==> config.mk <==
export PLATFORM = sky130hd
export DESIGN_NAME = hack_boot_ctrl
export DESIGN_NICKNAME = d
export VERILOG_FILES = /design/src/rtl/hack_boot_ctrl.sv
export SDC_FILE = /design/constraint.sdc
export NUM_CORES = 1
export LEC_CHECK = 0
export CORE_MARGIN = 3
export CORE_UTILIZATION = 35
export CTS_CLUSTER_DIAMETER = 30
export DETAILED_ROUTE_END_ITERATION = 6
export GPL_TIMING_DRIVEN = 1
export PLACE_DENSITY = 0.63
export SYNTH_ARGS = -nofsm -noshare
export SYNTH_HDL_FRONTEND = slang
export SYNTH_SLANG_ARGS = --single-unit
==> constraint.sdc <==
create_clock -name clk -period 3.5 [get_ports clk]
set_input_delay 0.7 -clock clk [delete_from_list [all_inputs] [get_ports clk]]
set_output_delay 0.7 -clock clk [all_outputs]
set_load 0.005 [all_outputs]
==> src/rtl/hack_boot_ctrl.sv <==
// Bring-up sequencer for the HACK computer: zeroes data RAM, streams a program
// into instruction ROM, then releases the CPU. A start pulse in RUN repeats it.
module hack_boot_ctrl #(
    parameter int ROM_AW    = 15,
    parameter int RAM_AW    = 14,
    parameter bit CLEAR_RAM = 1'b1
) (
    input  logic              clk,
    input  logic              reset,
    input  logic              start,
    input  logic [15:0]       in_data,
    input  logic              in_valid,
    input  logic              in_last,
    output logic              in_ready,
    output logic              rom_we,
    output logic [ROM_AW-1:0] rom_addr,
    output logic [15:0]       rom_data,
    output logic              ram_sel,
    output logic              ram_we,
    output logic [RAM_AW-1:0] ram_addr,
    output logic [15:0]       ram_data,
    output logic              cpu_reset,
    output logic              busy,
    output logic              error,
    output logic [ROM_AW:0]   word_count,
    output logic [1:0]        dbg_state
);

    typedef enum logic [1:0] {
        S_CLEAR = 2'd0,
        S_LOAD  = 2'd1,
        S_RUN   = 2'd2
    } state_t;

    localparam state_t INIT_STATE = CLEAR_RAM ? S_CLEAR : S_LOAD;

    state_t            state, state_next;
    logic [RAM_AW-1:0] clr_addr;
    logic [ROM_AW-1:0] rom_ptr;
    logic              accept;
    logic              clr_done;
    logic              ptr_full;

    // Word handshake: a word transfers on a rising edge where in_valid and
    // in_ready are both 1; in_ready never depends on in_valid, and the ROM
    // write happens at that same edge.
    assign accept   = in_valid & in_ready;
    assign clr_done = (clr_addr == {RAM_AW{1'b1}});
    assign ptr_full = (rom_ptr == {ROM_AW{1'b1}});

    always_ff @(posedge clk or negedge reset) begin
        if (!reset) state <= INIT_STATE;
        else        state <= state_next;
    end

    always_comb begin
        state_next = state;
        case (state)
            S_CLEAR: if (clr_done) state_next = S_LOAD;
            S_LOAD:  if (accept && (in_last || ptr_full)) state_next = S_RUN;
            S_RUN:   if (start) state_next = INIT_STATE;
            default: state_next = INIT_STATE;
        endcase
    end

    // Strobes are gated by reset so they drop the moment reset is asserted.
    always_comb begin
        in_ready  = 1'b0;
        ram_sel   = 1'b0;
        ram_we    = 1'b0;
        cpu_reset = (state != S_RUN);
        case (state)
            S_CLEAR: begin
                ram_sel = 1'b1;
                ram_we  = reset;
            end
            S_LOAD:  in_ready = reset;
            default: ;
        endcase
        busy      = cpu_reset;
        rom_we    = in_valid & in_ready;
        rom_addr  = rom_ptr;
        rom_data  = in_data;
        ram_addr  = clr_addr;
        ram_data  = 16'h0000;
        dbg_state = state;
    end

    always_ff @(posedge clk or negedge reset) begin
        if (!reset) begin
            clr_addr   <= '0;
            rom_ptr    <= '0;
            word_count <= '0;
            error      <= 1'b0;
        end else begin
            case (state)
                S_CLEAR: begin
                    clr_addr <= clr_addr + 1'b1;
                    if (clr_done) rom_ptr <= '0;
                end
                S_LOAD: if (accept) begin
                    // The pointer saturates at the top of ROM instead of wrapping.
                    if (!ptr_full) rom_ptr <= rom_ptr + 1'b1;
                    if (in_last) begin
                        word_count <= {1'b0, rom_ptr} + 1'b1;
                    end else if (ptr_full) begin
                        error      <= 1'b1;
                        word_count <= {1'b1, {ROM_AW{1'b0}}};
                    end
                end
                S_RUN: if (start) begin
                    error    <= 1'b0;
                    rom_ptr  <= '0;
                    clr_addr <= '0;
                end
                default: ;
            endcase
        end
    end

endmodule

==> results of run 1 <==
-- kinds of logic after synthesis --
| family | Yosys count |
|---|---|
| and+or+nand+nor | 79 |
| adders and majority gates | 2 |
| DFF | 48 |
| xor gates and xnor gates | 12 |
| muxes | 4 |
| AOI/OAI and AO/OA | 76 |
| other | 1 |
| buffers and inverters | 53 |
-- per-stage QoR --
stage	setup WS (ps)	power, mW	hold WS, ps
after global routing	489	1.52	517
after detailed placement	713	1.10	473
after floorplan	1520	0.903	404
final	651	1.42	488
after CTS	653	1.44	496
after global placement	735	1.09	474
-- placed cells by master (no fill, tap or decap), types with 5 or more instances in the layout --
cell type,instances
nor3_1,5
o21ai_0,14
xnor2_1,7
dfrtp_1,48
nand4_1,5
nor2_1,12
clkdlybuf4s50_1,57
a21oi_1,16
a31oi_1,6
xor2_1,5
inv_1,7
o2bb2ai_1,13
clkbuf_8,6
nand2_1,23
conb_1,16
nand3_1,14
-- flip-flops by register name, indices dropped and copies added (netlist names) --
register	count
word_count	16
ram_addr	14
rom_addr	15
error	1
dbg_state	2
-- report_power, final --
part | leakage (nW) | switching [mW] | internal [mW]
registers | 0.631 | 0.120 | 0.631
logic | 0.605 | 0.131 | 0.203
clock network | 0.0455 | 0.176 | 0.161
-- worst max-delay path: cells and delay by family, from the launching register on --
family	cells	cell delay, ps
flip-flops	1	590
AND/OR/NAND/NOR	2	340
buffers and inverters	3	930
-- layer usage --
| metal | track usage (%) | wire, µm | vias to the layer above |
|---|---|---|---|
| met4 | 4.15 | 61 | 0 |
| li1 | - | - | 1020 |
| met5 | 0 | 0 | - |
| met3 | 3.22 | 333 | 4 |
| met1 | 21.5 | 2960 | 1034 |
| met2 | 23.3 | 2880 | 66 |
-- cell usage after synthesis (all sizes together), types with 4 or more instances --
cell type / number / share of area (%)
dfrtp: 48 / 45
buf: 37 / 11
nand2: 23 / 3.2
a21oi: 17 / 3.3
nand3: 15 / 3.0
o21ai: 15 / 3.2
nor2: 13 / 2.4
o2bb2ai: 13 / 4.3
clkbuf: 8 / 1.1
inv: 8 / 1.1
xnor2: 7 / 2.3
a31oi: 6 / 1.4
nor3: 6 / 1.3
nand4: 5 / 1.2
xor2: 5 / 1.6
o21a: 4 / 1.1
o31ai: 4 / 1.1
-- area by class of cell --
cell class                 count  area (µm²)  area share, %
multi-input combinational    189        1170           36.5
tap                           99         124           3.86
sequential                    48        1200           37.4
clock buffer                   8        90.1           2.81
timing repair buffer          60         591           18.4
inverter                       8        30.0          0.936
-- final timing paths --
kind,end,startpoint,cells after the start
setup / recovery,rom_we,dbg_state[0],5
hold / removal,word_count[7],word_count[7],1
setup reg to reg,rom_addr[3],ram_addr[0],6
hold reg to reg,word_count[7],word_count[7],1
max in group asynchronous,word_count[9],reset,2
min in group asynchronous,ram_addr[8],reset,2
==> results, run 1 <==
- The flow ran to the end, and the final reports show no timing, DRC or antenna violations.
- The die covers approximately 8700 µm².
- In this run, placement finished with an instance count of 404.
- The endpoint kind of the worst setup timing path is an output port.
- The wire-length estimate of the detail-placed layout is 4.45 mm.
- Setup repair after global routing left no endpoint under its margin.
- The maximum fanout count along the critical path is 14.
- The initial antenna violation count is 0.
- The count of buffers inserted at the top-level ports is 58.
- The total via count after detailed routing is 2,124.
- The clock transition time at the flip-flop clock pins of the worst setup and hold paths is 80 ps.
- The leftover overflow at the end of global routing is 0.
- The final core utilization is 43.8%.
- After routing, the total negative slack on setup checks comes to 0 ps.
- The synthesized netlist contains 55 unique library cells.
- The final hold violation count is 0.
- In this run, CTS created clock tree buffers numbering 5.
- The compound-cell area share of the yosys netlist is 19.8%.
- Fill cells in the final layout number 708.
- The clock net in this run drives a total of 48 sinks.
- The path category of the worst min-delay check is reg -> reg.
- For this block, the initial DRC count from the detailed router was 128.
- The flop-to-flop setup slack is 1030 ps.
- Across the VDD grid, the largest voltage drop is ~0.17 mV.
- The number of synthesized flops with an enable pin is 0.
- Once layout is complete, the cells apart from fillers number about 410.
- The global-route wire length before repair is roughly 10 mm.
- The final count of pins violating max slew came to 0.
- The die span in y is 93.2 µm.
- The placement row count is 31.
- In this run the remaining antenna-violating nets after routing total 0.
- The number of remaining DRC errors is 0.
- The final critical path takes up just over 80% of the cycle.
- The routed design could run at a clock period as short as around 2800 ps.
- The clock latency on the worst-skew pair is approximately 300 ps.
- The cell sitting at the root of the clock tree is a clkbuf_8.
- Entering global routing, the biggest net connects 49 pins.
- Power spread over the standard cell area amounts to around 440 nW/µm².
- Traced cell by cell, the critical path runs through nor2b_1 -> buf_4 -> nand3_1 -> inv_2 -> clkdlybuf4s50_1.
- For this run, the post-layout net count is about 340.
- The share of final-layout standard cells stronger than drive strength 1 is 5.75%.
- The kind of launch point of the worst setup path is a flip-flop.
- The worst clock skew on the final layout is 12.1 ps.
- The commonest register cell after synthesis is dfrtp_1.
- 0 antenna diodes ended up in the layout.
- The number of setup violations in the final report is 0.
- The via count of the first global-routing pass is 2,010.
- The pin slew with the least headroom to its limit is roughly 820 ps.
- The adder and majority cell fraction of the synthesized area is 0.941%.
- The hold buffer count at CTS is 0.
- The average wire length per cell after detail routing is between 15 and 20 µm.
- The post-cts gate resize count is 0.
- In this run the tightest slew margin relative to its limit is 45.3%.
- By area, the combinational part of the netlist is dominated by compound AO/OA/AOI/OAI gates.
- The required time at the endpoint of the critical path is 2800 ps.
- Sequential elements use between 40% and 50% of the synthesized area.
- The first detailed-routing pass ran for 4 iterations.
- The longest clock path from root to sink contains 2 buffers.
- At the worst endpoint, the arrival time is 2150 ps.
- The slowest cell on the critical path is dfrtp_1.
- Of all flip-flops after synthesis, the portion carrying an async set or reset was 100%.
- Counting flops and latches in the post-synthesis netlist gives between 40 and 50.
- The timing-limited maximum frequency is 0.351 GHz.
- The synthesis-to-finish area growth is 20.6%.
- The clock tree synthesis step divided the H-tree into 2 levels.
- The number of top-level pins is between 100 and 150.
- The global routing usage summed across all routing layers is between 10% and 20%.
- The wire length reported by the detailed router is 6.23 mm.
- The synthesized instance count is 275.
- The maximum cell stage delay along the critical path is 590 ps.
- After Yosys synthesis, XOR and XNOR cells account for 3.95% of the synthesized area.
- The mean area per synthesized cell is 9.67 µm².
- The analysis attributes to cell leakage a power of approximately 1.3 nW.
- The placed instances occupy a cell area of around 3100 µm².
- The cell area after technology mapping is 2660 µm².
- The finished cells cover ~3200 µm².
- The core region is 7330 µm².
- The type of the worst setup path is reg -> out.
- The detailed-route vias per instance is 5.16.
- Once the floorplan was initialized, standard cells occupied a little over a third of the core.
- Post-CTS timing repair inserted 0 buffers for setup.
- Measured along the x axis, the die boundary spans 93.2 µm.
- The mux share of post-synthesis cell area is 1.60%.
- The number of warnings printed during yosys synthesis is 0.
- At the end of routability-driven placement, the weighted congestion stood at 0.767.
- The count of max-cap constraint violations is 0.
- The clock tree from TritonCTS is done.
- After Yosys synthesis, and, or, nand and nor cells account for 15.5% of the synthesized area.
Note: power is estimated with default switching activity, not from simulation.
==> run 2: changes to the inputs <==
--- a/config.mk
+++ b/config.mk
@@ -10,7 +10,7 @@
 export CTS_CLUSTER_DIAMETER = 30
 export DETAILED_ROUTE_END_ITERATION = 6
 export GPL_TIMING_DRIVEN = 1
-export PLACE_DENSITY = 0.63
+export PLACE_DENSITY = 0.66
 export SYNTH_ARGS = -nofsm -noshare
 export SYNTH_HDL_FRONTEND = slang
 export SYNTH_SLANG_ARGS = --single-unit
==> constraint.sdc (replaced) <==
create_clock -name clk -period 2.3 [get_ports clk]
set_input_delay 0.46 -clock clk [delete_from_list [all_inputs] [get_ports clk]]
set_output_delay 0.46 -clock clk [all_outputs]
set_load 0.005 [all_outputs]
==> run 2 against run 1 <==
Effect of this change:
- critical path depth down 1
- via count up 1.9%
- largest cell class unchanged
- global-route usage up 1.1 points
- critical endpoint is now ram_we
==> results, run 2 (synthesized netlist as in run 1, its figures left out) <==
- The register with the most flip-flops in the layout has 16 of them.
- The TritonCTS buffer count is 5.
- The number of H-tree branching levels is 2.
- The flow ran to the end, and the final reports show no timing, DRC or antenna violations.
- The maximum number of pins on one net before global-route repair is 27.
- The largest individual stage delay along the critical path comes from the cell clkdlybuf4s50_1.
- At the later pin of the worst-skew pair, clock insertion delay measures 300 ps.
- After clock tree synthesis, the flow added hold-fix buffers numbering 0.
- The worst pin sits at a relative slew slack of 62.4%.
- For the pin with the worst max-slew slack, the measured transition is 563 ps.
- The starting utilization of the core area is 36.3%.
- Ranked by flip-flop count, first place goes to word_count.
- The number of placed instances, taps included, is 424.
- The timing-limited maximum frequency is 0.453 GHz.
- The number of nets in the final layout is roughly 360.
- Hold timing on the final database bottoms out at a slack of 51.4 ps.
- At the end of routability-driven placement, the weighted congestion stood at 0.819.
- The number of remaining DRC errors is 0.
- For this block, the initial DRC count from the detailed router was 157.
- The placed cell area is 3270 µm².
- The portion of the clock cycle consumed by the worst path in the final layout is between 90% and 100%.
- From synthesis to final layout, the design area changed by 26.7%.
- The floorplan step defined a die boundary enclosing ~8700 µm².
- STA classifies the critical path endpoint as an output port.
- Of all nets on the critical path, the largest fanout is 4.
- Across all layers, the routed design uses around 2.2k vias.
- IR analysis of the VDD net gives a maximum drop of 0.300 mV.
- The final core utilization is 46.0%.
- The global-route wire length before repair is 11.0 mm.
- The tree built by TritonCTS fans out to 48 sinks.
- The total overflow left after global routing is 0.
- The antenna cell count is 0.
- In this run the clock root is driven by a clkbuf_8.
- The largest single stage delay on the critical path is a little under 500 ps.
- In this run the standard cell core region covers 7330 µm².
- Setup repair after global routing left no endpoint under its margin.
- The final hold violation count is 0.
- After clock tree synthesis, the clock-pin slew on the worst setup and hold paths is 90 ps.
- TritonCTS built the clock tree.
- Across every metal layer, demand over resource in global routing totals 16.2%.
- Port buffering added 58 buffers.
- The floorplan has 31 rows.
- The initial antenna violation count is 0.
- The finished cells cover 3370 µm².
- The detailed placement HPWL is 4.89 mm.
- Leaving out fill and tap cells, the most frequent cells in the layout are clkdlybuf4s50_1 (57), dfrtp_1 (48), nand2_1 (23), buf_4 (23).
- In the final routed layout, each cell accounts on average for 15.4 µm.
- The number of setup violations in the final report is 0.
- The total negative slack for setup checks is 0 ps.
- The critical path in this run is classified as reg -> out.
- The number of nets with antenna violations after routing is 0.
- The number of top-level pins is 107.
- The chip width is about 93 µm.
- The wire length reported by the detailed router is 6.68 mm.
- The via count of the first global-routing pass is 2,121.
- Measured along the y axis, the die boundary spans 93.2 µm.
- The final count of pins violating max slew came to 0.
- At the worst endpoint, the arrival time is about 1800 ps.
- The path category of the worst min-delay check is in -> async.
- In this run the power density over the cells is 651 nW/µm².
- The critical path goes through or2_2 -> inv_2 -> and2_1 -> clkdlybuf4s50_1.
- The minimum clock period after layout is 2210 ps.
- The worst clock skew on the final layout is ~9.4 ps.
- The count of cells in the finished layout, fillers not included, comes to roughly 430.
- Before antenna repair, the detailed router went through 4 iterations.
- No sink is reached through more buffers than the 2 on the longest clock path.
- STA puts the critical path data required time at 1840 ps.
- STA classifies the critical path startpoint as a flip-flop.
- Leaving out fill and tap cells, the most frequent cell in the layout is clkdlybuf4s50_1.
- The post-route netlist has 12.9% of its cells at a drive strength greater than 1.
- The detailed-route vias per instance is 5.00.
- The tool flagged a number of max-cap violations equal to 0.
- The static leakage is around 1.4 nW.
==> run 2: cell types whose count changed in the layout (fill, tap and decap cells not counted) <==
cell / before / now
buf_4: 2 / 23
nor2b_2: 0 / 1
inv_2: 1 / 2
clkbuf_1: 2 / 0
nor2b_1: 1 / 0
clkinv_2: 0 / 2
inv_1: 7 / 6
==> run 2: layer usage <==
metal / GRT usage (%) / wire [µm] / up-vias
met4: 5.86 / 79 / 0
met2: 23.4 / 3060 / 55
met3: 3.62 / 337 / 5
met5: 0 / 0 / -
met1: 23.6 / 3200 / 1049
li1: - / - / 1055
==> run 2: final timing paths <==
path                               start            end  slack, ps  cells after the start
hold reg to reg            word_count[2]  word_count[2]        500                      1
min in group clk           word_count[2]  word_count[2]        500                      1
setup reg to reg             rom_addr[1]  word_count[1]        170                      6
max in group asynchronous          reset    ram_addr[2]       1590                      2
setup / recovery            dbg_state[0]         ram_we         90                      4
hold / removal                     reset  word_count[7]         50                      1
==> run 2: metrics by stage <==
step | power (mW) | worst slack, ps
after floorplan | 1.37 | 320
final | 2.20 | 94.4
after global routing | 2.34 | 1.55
after detailed placement | 1.69 | 129
after global placement | 1.67 | 146
after CTS | 2.22 | 39.1
==> run 2: critical path: cells and delay by family, from the launching register on <==
| kind | cells | cell delay [ps] |
|---|---|---|
| buf+inv | 2 | 590 |
| simple gates | 2 | 440 |
| flops | 1 | 410 |
==> run 2: where the power goes <==
group | switching [mW] | internal (mW) | total, mW
registers | 0.160 | 0.961 | 1.12
logic | 0.224 | 0.327 | 0.551
clock network | 0.284 | 0.240 | 0.524
total | 0.667 | 1.53 | 2.20
==> run 2: repair_timing <==
action                     in CTS  in global routing
setup endpoints to repair       1                  2
resized for setup               0                  2
setup buffers                   1                  0
==> run 2: layout make-up <==
| cell class | instances | area, µm² |
|---|---|---|
| Clock buffer | 6 | 82.6 |
| Clock inverter | 2 | 10.0 |
| Fill cell | 702 | 3960 |
| Inverter | 8 | 30.0 |
| Multi-Input combinational cell | 189 | 1170 |
| Sequential cell | 48 | 1200 |
| Tap cell | 99 | 124 |
| Timing Repair Buffer | 81 | 748 |
==> run 3: changes to the inputs <==
--- a/config.mk
+++ b/config.mk
@@ -11,6 +11,7 @@
 export DETAILED_ROUTE_END_ITERATION = 6
 export GPL_TIMING_DRIVEN = 1
 export PLACE_DENSITY = 0.66
+export SKIP_CTS_REPAIR_TIMING = 1
 export SYNTH_ARGS = -nofsm -noshare
 export SYNTH_HDL_FRONTEND = slang
 export SYNTH_SLANG_ARGS = --single-unit
==> run 3 against run 2 <==
Effect of this change:
- critical path depth did not move
- first-iteration DRC count fell by 11%
- flip-flop and latch count did not move
- sequential share of layout area rose by 0.077 points
- register-to-register slack barely moved
- die area did not move
- worst hold slack barely moved
- cell count fell by 0.23%
- total power barely moved
- setup slack improved by 34 ps
- count of clock-buffer cells in the layout did not move
- largest cell class unchanged
- highest routed layer unchanged
==> results, run 3 (synthesized netlist as in run 1, its figures left out) <==
- For the final database, setup skew stands at slightly above 9 ps.
- The power per unit of standard cell area is around 650 nW/µm².
- The via count of the first global-routing pass came to 2,116.
- The worst path uses approximately 94% of the clock period.
- Dividing the detail-routed via count by the number of cells gives about 5.
- The flip-flop count of the largest register, all copies and words added is 16.
- The first routing iteration left 140 violations.
- The count of max-cap constraint violations is 0.
- The final non-filler cell total is 432.
- The area of the die is 8680 µm².
- The most common cell after layout, fill and taps aside is clkdlybuf4s50_1.
- The number of top-level pins is 107.
- The maximum cell stage delay along the critical path is 490 ps.
- For the pin with the worst max-slew slack, the measured transition is 556 ps.
- Subtracting the final worst setup slack from the clock period gives 2170 ps.
- For this configuration, the core starts out at a cell density of approximately 36%.
- The final core utilization is 45.9%.
- In the final timing run, aggregate negative setup slack is 0 ps.
- The required time at the endpoint of the critical path is 1840 ps.
- The slack of the critical path is 128 ps.
- After global routing the overflow that remains totals 0.
- The summed area of non-filler cells in the final layout is 3370 µm².
- The clock tree from TritonCTS is done.
- Global routing consumed, over all layers together, ~16% of the routing resources.
- The worst reg2reg path depth is 6.
- At the end of routability-driven placement, the weighted congestion stood at approximately 0.82.
- The final hold violation count is 0.
- The register with the most flip-flops in the final layout is word_count.
- The clock passes through at most 2 buffers.
- The root buffer selected by CTS is clkbuf_8.
- Buffers placed on the I/O ports in this run total 58.
- The maximum fanout count along the critical path is 6.
- The wire length reported by the detailed router is ~6.7 mm.
- 0 antenna diodes ended up in the layout.
- The first global-routing pass estimated 11.0 mm of wire.
- From bottom edge to top edge, the die measures between 90 and 100 µm.
- After clock tree synthesis, the clock-pin slew on the worst setup and hold paths is 90 ps.
- The type of the worst setup path is reg -> out.
- Summing all placed instances gives a cell area of 3270 µm².
- Leaving out fill and tap cells, the most frequent cells in the layout are clkdlybuf4s50_1 (57), dfrtp_1 (47), nand2_1 (23), buf_4 (22).
- Detailed placement ended at an HPWL of 4.89 mm.
- The setup check on the worst reg-to-reg path leaves a slack of around 170 ps.
- The endpoint identified for the worst register-to-register timing path is word_count[1].
- Setup repair after global routing left no endpoint under its margin.
- The total area inside the core boundary comes to 7330 µm².
- On the critical path, the stage with the largest delay is an instance of clkdlybuf4s50_1.
- Data on the critical path arrives at its endpoint at 1710 ps.
- The number of search-and-repair iterations in the first detailed-routing pass is 4.
- Dividing the detail-routed wire length by the instance count gives 15.4 µm.
- The min-delay analysis places its worst path in the category in -> async.
- The clock reaches the later pin of the worst-skew pair after 300 ps.
- The synthesis-to-finish area growth is 26.6%.
- The number of remaining DRC errors is 0.
- The final count of pins violating max slew is 0.
- Counting tap cells, the placed design contains a total of 424 instances.
- The number of H-tree branching levels is 2.
- Detailed routing inserted a total of 2,158 vias.
- In this run the critical register-to-register path is launched from rom_addr[1].
- The post-place setup slack is 129 ps.
- Setup violations remaining at the end of the flow were counted as 0.
- The maximum ir drop on the vdd rail is roughly 0.30 mV.
- The worst setup path is captured at an output port.
- The maximum number of pins on one net before global-route repair is 27.
- Cells with a size suffix above 1 make up 12.9% of the layout.
- The static leakage is 1.39 nW.
- The worst relative slew slack is 62.8%.
- The initial antenna violation count is 0.
- The timing-limited maximum frequency is 0.460 GHz.
- The flow ran to the end, and the final reports show no timing, DRC or antenna violations.
- The floorplan has 31 rows.
- STA classifies the critical path startpoint as a flip-flop.
- The TritonCTS buffer count is 5.
- The sink count of the clock tree is 48.
- The number of nets with antenna violations after routing is 0.
- From left edge to right edge, the die measures 93.2 µm.
- The signal on the critical path passes through or2_4 -> inv_2 -> and2_1 -> clkdlybuf4s50_1.
- The number of nets in the final layout is 355.
## run 3: cell count changes in the layout (fill, tap and decap cells not counted)
cell,previous run,this run
dfrtp_2,0,1
or2_4,0,1
dfrtp_1,48,47
or2_2,1,0
buf_4,23,22
## run 3: worst max path at each step
stage,to,start
final,ram_we,dbg_state[0]
after global routing,word_count[1],rom_addr[1]
after CTS,ram_we,dbg_state[0]
after detailed placement,rom_we,in_valid
after global placement,rom_we,in_valid
after floorplan,word_count[10],rom_addr[0]
## run 3: power by group
group	leakage (nW)	internal [mW]	total, mW	switching, mW
combinational	0.707	0.327	0.551	0.224
sequential	0.629	0.961	1.12	0.160
clock	0.0510	0.240	0.525	0.284
total	1.39	1.53	2.20	0.668
## run 3: area by class of cell
cell class	instances	area, µm²
tap	99	124
multi-input combinational	189	1180
clock inverter	2	10.0
clock buffer	6	82.6
fill	703	3960
sequential	48	1200
inverter	8	30.0
timing repair buffer	80	741
## run 3: worst max-delay path, delay by kind of cell, from the launching register on
family / cells / cell delay, ps
AND/OR/NAND/NOR: 2 / 380
buffers and inverters: 2 / 580
flip-flops: 1 / 450
## run 3: metrics by stage
step           hold slack (ps)  power, mW
2_1_floorplan              164       1.37
3_3_place_gp               386       1.67
3_5_place_dp               391       1.69
4_1_cts                   58.7       2.22
5_1_grt                   53.9       2.34
6_report                  51.0       2.20
## run 3: per-layer routing
layer | vias to the layer above | wire length (µm) | GRT usage (%)
li1 | 1052 | - | -
met1 | 1046 | 3190 | 23.6
met2 | 55 | 3040 | 23.3
met3 | 5 | 339 | 3.62
met4 | 0 | 79 | 5.86
met5 | - | 0 | 0
